`config.mk`:
```
export PLATFORM = sky130hd
export DESIGN_NAME = cache_refill_ctrl
export DESIGN_NICKNAME = d
export VERILOG_FILES = /design/src/rtl/cache_refill_ctrl_pkg.sv /design/src/rtl/cache_refill_ctrl_line_buf.sv /design/src/rtl/cache_refill_ctrl.sv
export SDC_FILE = /design/constraint.sdc
export NUM_CORES = 1
export LEC_CHECK = 0
export CORE_MARGIN = 2
export CORE_UTILIZATION = 45
export CTS_BUF_LIST = sky130_fd_sc_hd__clkbuf_16
export DETAILED_ROUTE_END_ITERATION = 8
export GPL_TIMING_DRIVEN = 0
export PLACE_DENSITY = 0.71
export SYNTH_ARGS = -nofsm -noshare
export SYNTH_HDL_FRONTEND = slang
export SYNTH_HIERARCHICAL = 1
export SYNTH_SLANG_ARGS = --single-unit
```
`constraint.sdc`:
```
create_clock -name clk -period 2.82 [get_ports clk]
set_clock_uncertainty 0.15 [all_clocks]
set_input_delay 0.282 -clock clk [delete_from_list [all_inputs] [get_ports clk]]
set_output_delay 0.282 -clock clk [all_outputs]
set_load 0.1 [all_outputs]
```
`src/rtl/cache_refill_ctrl_pkg.sv`:
```
// cache_pkg: shared widths, packed cache-line layout and refill FSM state
// encoding for cache_refill_ctrl and its line-assembly buffer.
//   LINE_WIDTH  : 1 valid + TAG_WIDTH tag + LINE_WORDS*WORD_WIDTH data = 153
//   cache_line_t: {valid, tag, w3, w2, w1, w0}
package cache_pkg;

    localparam int TAG_WIDTH      = 24;
    localparam int SET_WIDTH      = 4;
    localparam int OFFSET_WIDTH   = 4;
    localparam int WORD_IDX_WIDTH = 2;
    localparam int LINE_WORDS     = 4;
    localparam int WORD_WIDTH     = 32;
    localparam int LINE_WIDTH     = 1 + TAG_WIDTH + LINE_WORDS * WORD_WIDTH;

    typedef struct packed {
        logic                                  valid;
        logic [TAG_WIDTH-1:0]                  tag;
        logic [LINE_WORDS-1:0][WORD_WIDTH-1:0] words;
    } cache_line_t;

    typedef enum logic [1:0] {
        ST_IDLE  = 2'd0,
        ST_ISSUE = 2'd1,
        ST_RESP  = 2'd2,
        ST_DONE  = 2'd3
    } refill_state_t;

    // Word index inside a line wraps modulo 4.
    function automatic logic [WORD_IDX_WIDTH-1:0] next_word(input logic [WORD_IDX_WIDTH-1:0] idx);
        return idx + 2'd1;
    endfunction

endpackage

```
`src/rtl/cache_refill_ctrl_line_buf.sv`:
```
// refill_line_buf: four-word assembly register for one cache line.
// Ports:
//   clk, rst_n : clock, asynchronous active-low reset
//   clr        : zero all slots (start of a new refill)
//   wr_en      : write wr_data into slot wr_idx
//   wr_idx     : target word slot 0..3
//   wr_data    : memory word
//   line       : {w3, w2, w1, w0}
module refill_line_buf
    import cache_pkg::*;
#(
    parameter int DATA_WIDTH = 32
) (
    input  logic                    clk,
    input  logic                    rst_n,
    input  logic                    clr,
    input  logic                    wr_en,
    input  logic [1:0]              wr_idx,
    input  logic [DATA_WIDTH-1:0]   wr_data,
    output logic [4*DATA_WIDTH-1:0] line
);

    logic [LINE_WORDS-1:0][DATA_WIDTH-1:0] words_q;

    always_ff @(posedge clk or negedge rst_n) begin
        if (!rst_n) begin
            words_q <= '0;
        end else if (clr) begin
            words_q <= '0;
        end else if (wr_en) begin
            words_q[wr_idx] <= wr_data;
        end
    end

    assign line = words_q;

endmodule

```
`src/rtl/cache_refill_ctrl.sv`:
```
// cache_refill_ctrl: fetches a 4-word cache line from backing RAM one word
// at a time (single outstanding request) and presents the assembled line.
// Optional macro CRITICAL_WORD_FIRST_EN: start at the missing word, wrap,
// and pulse crit_valid/crit_data after the first response.
// Ports:
//   clk, rst_n          : clock, asynchronous active-low reset
//   miss_req, miss_addr : miss request, sampled only in IDLE
//   busy                : high outside IDLE
//   mem_req_valid/addr/ready : word read request handshake
//   mem_rsp_valid/data  : read response, consumed only in RESP
//   fill_valid/set/line : one-cycle line-complete pulse and payload
//   crit_valid/data     : early requested-word pulse (0 unless macro defined)
//
// state    | meaning
// ST_IDLE  | waiting for miss_req
// ST_ISSUE | mem_req_valid held until mem_req_ready
// ST_RESP  | waiting for mem_rsp_valid of the outstanding word
// ST_DONE  | fill_valid pulse, back to IDLE
module cache_refill_ctrl
    import cache_pkg::*;
#(
    parameter int ADDR_WIDTH = 32,
    parameter int DATA_WIDTH = 32,
    parameter int SET_BITS   = 4
) (
    input  logic                  clk,
    input  logic                  rst_n,
    input  logic                  miss_req,
    input  logic [ADDR_WIDTH-1:0] miss_addr,
    output logic                  busy,
    output logic                  mem_req_valid,
    output logic [ADDR_WIDTH-1:0] mem_req_addr,
    input  logic                  mem_req_ready,
    input  logic                  mem_rsp_valid,
    input  logic [DATA_WIDTH-1:0] mem_rsp_data,
    output logic                  fill_valid,
    output logic [SET_BITS-1:0]   fill_set,
    output logic [LINE_WIDTH-1:0] fill_line,
    output logic                  crit_valid,
    output logic [DATA_WIDTH-1:0] crit_data
);

    localparam int TAG_W = ADDR_WIDTH - 8;

    refill_state_t        state;
    logic [TAG_W-1:0]     tag_q;
    logic [SET_BITS-1:0]  set_q;
    logic [1:0]           word_idx;
    logic [1:0]           word_cnt;
    logic                 last_word;
    logic [1:0]           start_idx;
    logic                 buf_clr;
    logic                 buf_wr;
    logic [4*DATA_WIDTH-1:0]               buf_line;
    logic [LINE_WORDS-1:0][DATA_WIDTH-1:0] merged;
    cache_line_t          line_next;
    logic                 unused_addr_bits;

    // Byte offset within a word never affects the refill.
    assign unused_addr_bits = ^miss_addr[3:0];

`ifdef CRITICAL_WORD_FIRST_EN
    assign start_idx = miss_addr[3:2];
`else
    assign start_idx = 2'b00;
`endif

    assign mem_req_addr = {tag_q, set_q, word_idx, 2'b00};
    assign last_word    = (word_cnt == 2'd3);
    assign buf_clr      = (state == ST_IDLE) && miss_req;
    assign buf_wr       = (state == ST_RESP) && mem_rsp_valid;

    refill_line_buf #(
        .DATA_WIDTH (DATA_WIDTH)
    ) u_line_buf (
        .clk     (clk),
        .rst_n   (rst_n),
        .clr     (buf_clr),
        .wr_en   (buf_wr),
        .wr_idx  (word_idx),
        .wr_data (mem_rsp_data),
        .line    (buf_line)
    );

    // The final word is written into the buffer on the same edge that
    // registers fill_line, so it is merged in here rather than read back.
    always_comb begin
        merged           = buf_line;
        merged[word_idx] = mem_rsp_data;
        line_next.valid  = 1'b1;
        line_next.tag    = tag_q;
        line_next.words  = merged;
    end

    always_ff @(posedge clk or negedge rst_n) begin
        if (!rst_n) begin
            state         <= ST_IDLE;
            tag_q         <= '0;
            set_q         <= '0;
            word_idx      <= '0;
            word_cnt      <= '0;
            busy          <= 1'b0;
            mem_req_valid <= 1'b0;
            fill_valid    <= 1'b0;
            fill_set      <= '0;
            fill_line     <= '0;
`ifdef CRITICAL_WORD_FIRST_EN
            crit_valid    <= 1'b0;
            crit_data     <= '0;
`endif
        end else begin
            fill_valid <= 1'b0;
`ifdef CRITICAL_WORD_FIRST_EN
            crit_valid <= 1'b0;
`endif
            case (state)
                ST_IDLE: begin
                    if (miss_req) begin
                        tag_q         <= miss_addr[ADDR_WIDTH-1 -: TAG_W];
                        set_q         <= miss_addr[4 +: SET_BITS];
                        word_idx      <= start_idx;
                        word_cnt      <= '0;
                        busy          <= 1'b1;
                        mem_req_valid <= 1'b1;
                        state         <= ST_ISSUE;
                    end
                end
                ST_ISSUE: begin
                    if (mem_req_ready) begin
                        mem_req_valid <= 1'b0;
                        state         <= ST_RESP;
                    end
                end
                ST_RESP: begin
                    if (mem_rsp_valid) begin
`ifdef CRITICAL_WORD_FIRST_EN
                        if (word_cnt == 2'd0) begin
                            crit_valid <= 1'b1;
                            crit_data  <= mem_rsp_data;
                        end
`endif
                        if (last_word) begin
                            fill_valid <= 1'b1;
                            fill_set   <= set_q;
                            fill_line  <= line_next;
                            state      <= ST_DONE;
                        end else begin
                            word_cnt      <= word_cnt + 2'd1;
                            word_idx      <= next_word(word_idx);
                            mem_req_valid <= 1'b1;
                            state         <= ST_ISSUE;
                        end
                    end
                end
                ST_DONE: begin
                    busy  <= 1'b0;
                    state <= ST_IDLE;
                end
                default: state <= ST_IDLE;
            endcase
        end
    end

`ifndef CRITICAL_WORD_FIRST_EN
    assign crit_valid = 1'b0;
    assign crit_data  = '0;
`endif

endmodule

```
==> results.toml <==
[cells_and_area]
final-seq-area_um2 = 8058
multiInputGateArea_um2 = 5749
syn_to_final_growth_pct = 29.78
post_route_cells_drive_above_1_share = 0.1256
antennaDiodeCount = 0
layout.nets = 1614
fillCellCount = 2664

[clock_network]
clk_slew_on_worst_s_h_paths_ns = 0.05
cts.root.buffer_cell = "clkbuf_16"
cts.htree.levels = 2
tritoncts_num_sinks = 322
clk-insertion-delay-late_ns = 0.51
clock_tree_from_tritoncts = "built"
cts_setup_buffers = 0
clock_path_buffers = 3
tritoncts.num_buffers = 36

[global_route]
grt.overflow.total = 0
first_global_vias = 10460
global_routing_usage_on_met3 = 0.06930
grt.met2_usage = 0.3845
grt-busiest-layer = "met2"
grt_max_degree = 119
track_usage = 0.2385
gr-usage-met1 = 0.3165
grt_antenna_before_repair = 2
grt_first_pass_wirelength_mm = 61.38

[pwr]
relative_contribution_of_sequential_cells_to_total_power = 0.344
total_power_mw = 16.51
power.leakage_nw = 8.912
comb_power_share = 0.400
clkPwrFrac = 0.256
internal_power_mw = 9.690
cellPowerDensity_nw_per_um2 = 882.6
power.switching_fraction = 0.4132
p_switching_mw = 6.822
vdd_drop_max_v = 0.0008999

[route]
first_pass_iters = 5
post-route-drc-count = 0
routedWlPerCell_um = 20.15
drt-total-wl_mm = 39.55
via_density_per_instance = 5.163
detail-route-antenna-nets = 0
count_of_routing_violations_after_the_opening_detailed_route_iteration = 675
vias = 10130

[worst_setup_path]
r2r_end = "u_line_buf/line[7]$_DFFE_PN0P_"
worstPathMaxFanout = 16
critPathRequiredTime_ns = 3.05
r2r_setup_slack_ns = 0.15
critPathLaunchType = "register"
setup.worst_path.end = "u_line_buf/line[7]$_DFFE_PN0P_"
cp_max_stage_delay_ns = 0.49
critical_path.slowest_cell = "clkbuf_1"
r2r_cells = 7
timing.critical_path.to_type = "register"
crit-reg2reg-launch = "state[1]$_DFFE_PN0P_"
timing.critical_path.cells = "buf_2, nor3b_2, buf_2, clkbuf_1, clkbuf_1, nand2b_1, mux2i_1"
crit_arrival_ns = 2.90
crit_path_start = "state[1]$_DFFE_PN0P_"
path_class = "reg2reg"

[sta]
setup_violations = 0
slew_headroom = 0.2767
maxSlewViolCount = 0
grt_setup_unrepaired = "no"
timing_hold_violations_final = 0
final_period_utilization = 0.9459
achievable-frequency_ghz = 0.3749
worstMarginPinSlew_ns = 1.082
final.min_clock_period_ns = 2.668
fin_ws_ns = 0.1525
tns_ns = 0

[logic_synthesis]
synth_warnings = 6
avgSynthCellArea_um2 = 11.90
ys_dominant_reg_cell = "dfrtp_1"
share_of_synthesized_area_occupied_by_flip_flops_and_latches = 0.5589
netlist.area_leader.share = 0.5589
mappedNetlistArea_um2 = 14420
synth-edff-count = 0
ys_ff_latch = 322
synthesized_instance_count = 1211
netlist_top_cells_area = "dfrtp_1 (56%), mux2i_1 (18%), nand2b_1 (7.0%)"
post_synth_num_cell_types = 31
yosys.area.top_type = "dfrtp_1"
ys_async_sr_fraction = 1.000

[run_status]
status = "finished, final reports clean"

[flow_run]
drv.max_cap_violation_count = 0

[worst_hold_path]
min-delay-path-class = "in2reg"

[placed_design]
place_hpwl_mm = 27.08
place_congestion = 0.7784
placement.io_buffers = 254
post_placement_setup_slack_ns = -0.07265

[floorplan]
dieArea_um2 = 33480
initial_core_util = 0.4569
placeableCoreArea_um2 = 31560
ioPinCount = 294
die_x_um = 183.0
rows = 65
die_height_um = 183.0
[flip-flops by register name, summed over array words and instances (netlist names)]
name	count
fill_line	153
u_line_buf/line	128
tag_q	24
fill_set	4
set_q	4
state	2
word_cnt	2
word_idx	2
busy	1
fill_valid	1
mem_req_valid	1
[worst max-delay path, delay by kind of cell, from the launching register on]
family | cells | cell delay [ns]
mux | 1 | 0.07
buf+inv | 4 | 1.52
flops | 1 | 0.36
simple gates | 2 | 0.43
[stage by stage]
step	std cells	utilization	area, um2	hold slack [ns]
after floorplan	1245	-	14540	-0.1636
after CTS	1963	0.5925	18700	0.2162
after detailed placement	1903	0.5593	17650	0.2627
after global placement	1901	0.5574	17590	0.3016
final	1963	0.5929	18710	0.2419
after global routing	1963	0.5929	18710	0.2233
[repair_timing]
action                     in CTS  in global routing
resized for setup               0                 16
setup endpoints to repair       0                 46
hold buffers                    1                  0
hold endpoints to repair      109                  0
[layer usage]
| metal | part of all wire | up-vias |
|---|---|---|
| met5 | 0.00068 | - |
| met4 | 0.023 | 4 |
| met3 | 0.079 | 65 |
| met2 | 0.47 | 344 |
| met1 | 0.43 | 5040 |
| li1 | - | 4681 |
[power by group through the flow]
stage	Clock, mW	Sequential [mW]	Combinational, mW
2_1_floorplan	0	8.29	2.31
3_3_place_gp	0	5.73	6.56
3_5_place_dp	0	5.75	6.61
4_1_cts	4.32	5.68	6.64
5_1_grt	4.53	5.76	6.90
6_report	4.23	5.68	6.61
[cells in the mapped netlist (3+ instances only)]
master and instances:
buf_12 3, buf_2 40, buf_4 37, buf_6 4, clkbuf_1 36, dfrtp_1 322
ha_1 5, inv_1 5, mux2_2 56, mux2i_1 256, nand2_1 128, nand2b_1 162
nand3b_1 3, nor2b_1 4, o21ai_0 130
[cells in the final DEF, fill, tap and decap left out, types with 4 or more instances in the layout]
| cell | n |
|---|---|
| clkdlybuf4s50_1 | 251 |
| mux2i_1 | 256 |
| nand2_1 | 128 |
| nand2b_1 | 162 |
| ha_1 | 5 |
| o21ai_0 | 130 |
| conb_1 | 35 |
| clkbuf_2 | 7 |
| clkinv_1 | 8 |
| buf_2 | 40 |
| dfrtp_1 | 322 |
| buf_4 | 37 |
| mux2_2 | 56 |
| clkbuf_1 | 29 |
| buf_6 | 4 |
| clkbuf_16 | 37 |
| nor2b_1 | 4 |
| inv_1 | 17 |
[worst min path at each step]
| stage | end | slack, ns | cells after the start | from |
|---|---|---|---|---|
| 3_3_place_gp | fill_line[152]$_DFFE_PN0P_ | 0.30 | 1 | fill_line[152]$_DFFE_PN0P_ |
| 3_5_place_dp | u_line_buf/line[37]$_DFFE_PN0P_ | 0.26 | 1 | rst_n |
| 4_1_cts | tag_q[11]$_DFFE_PN0P_ | 0.22 | 2 | miss_addr[19] |
| 6_report | set_q[0]$_DFFE_PN0P_ | 0.24 | 2 | miss_addr[4] |
| 5_1_grt | tag_q[23]$_DFFE_PN0P_ | 0.22 | 2 | miss_addr[31] |
| 2_1_floorplan | busy$_DFFE_PN0P_ | -0.16 | 0 | rst_n |
[cells by family after synthesis]
group / after synthesis / share of synthesized area
other cells: 1 / 0.0002601
simple gates: 308 / 0.1138
buf+inv: 125 / 0.05112
mux: 314 / 0.2236
flops: 322 / 0.5589
compound gates: 136 / 0.04800
fa+ha+maj: 5 / 0.004340
[final cells by class]
| class | instances | area share |
|---|---|---|
| Buffer | 120 | 0.03886 |
| Clock inverter | 22 | 0.005885 |
| Clock buffer | 37 | 0.04949 |
| Timing Repair Buffer | 257 | 0.1399 |
| Tap cell | 402 | 0.02688 |
| Sequential cell | 322 | 0.4307 |
| Multi-Input combinational cell | 798 | 0.3073 |
| Inverter | 5 | 0.001003 |
Power figures use the tool's default switching activity.
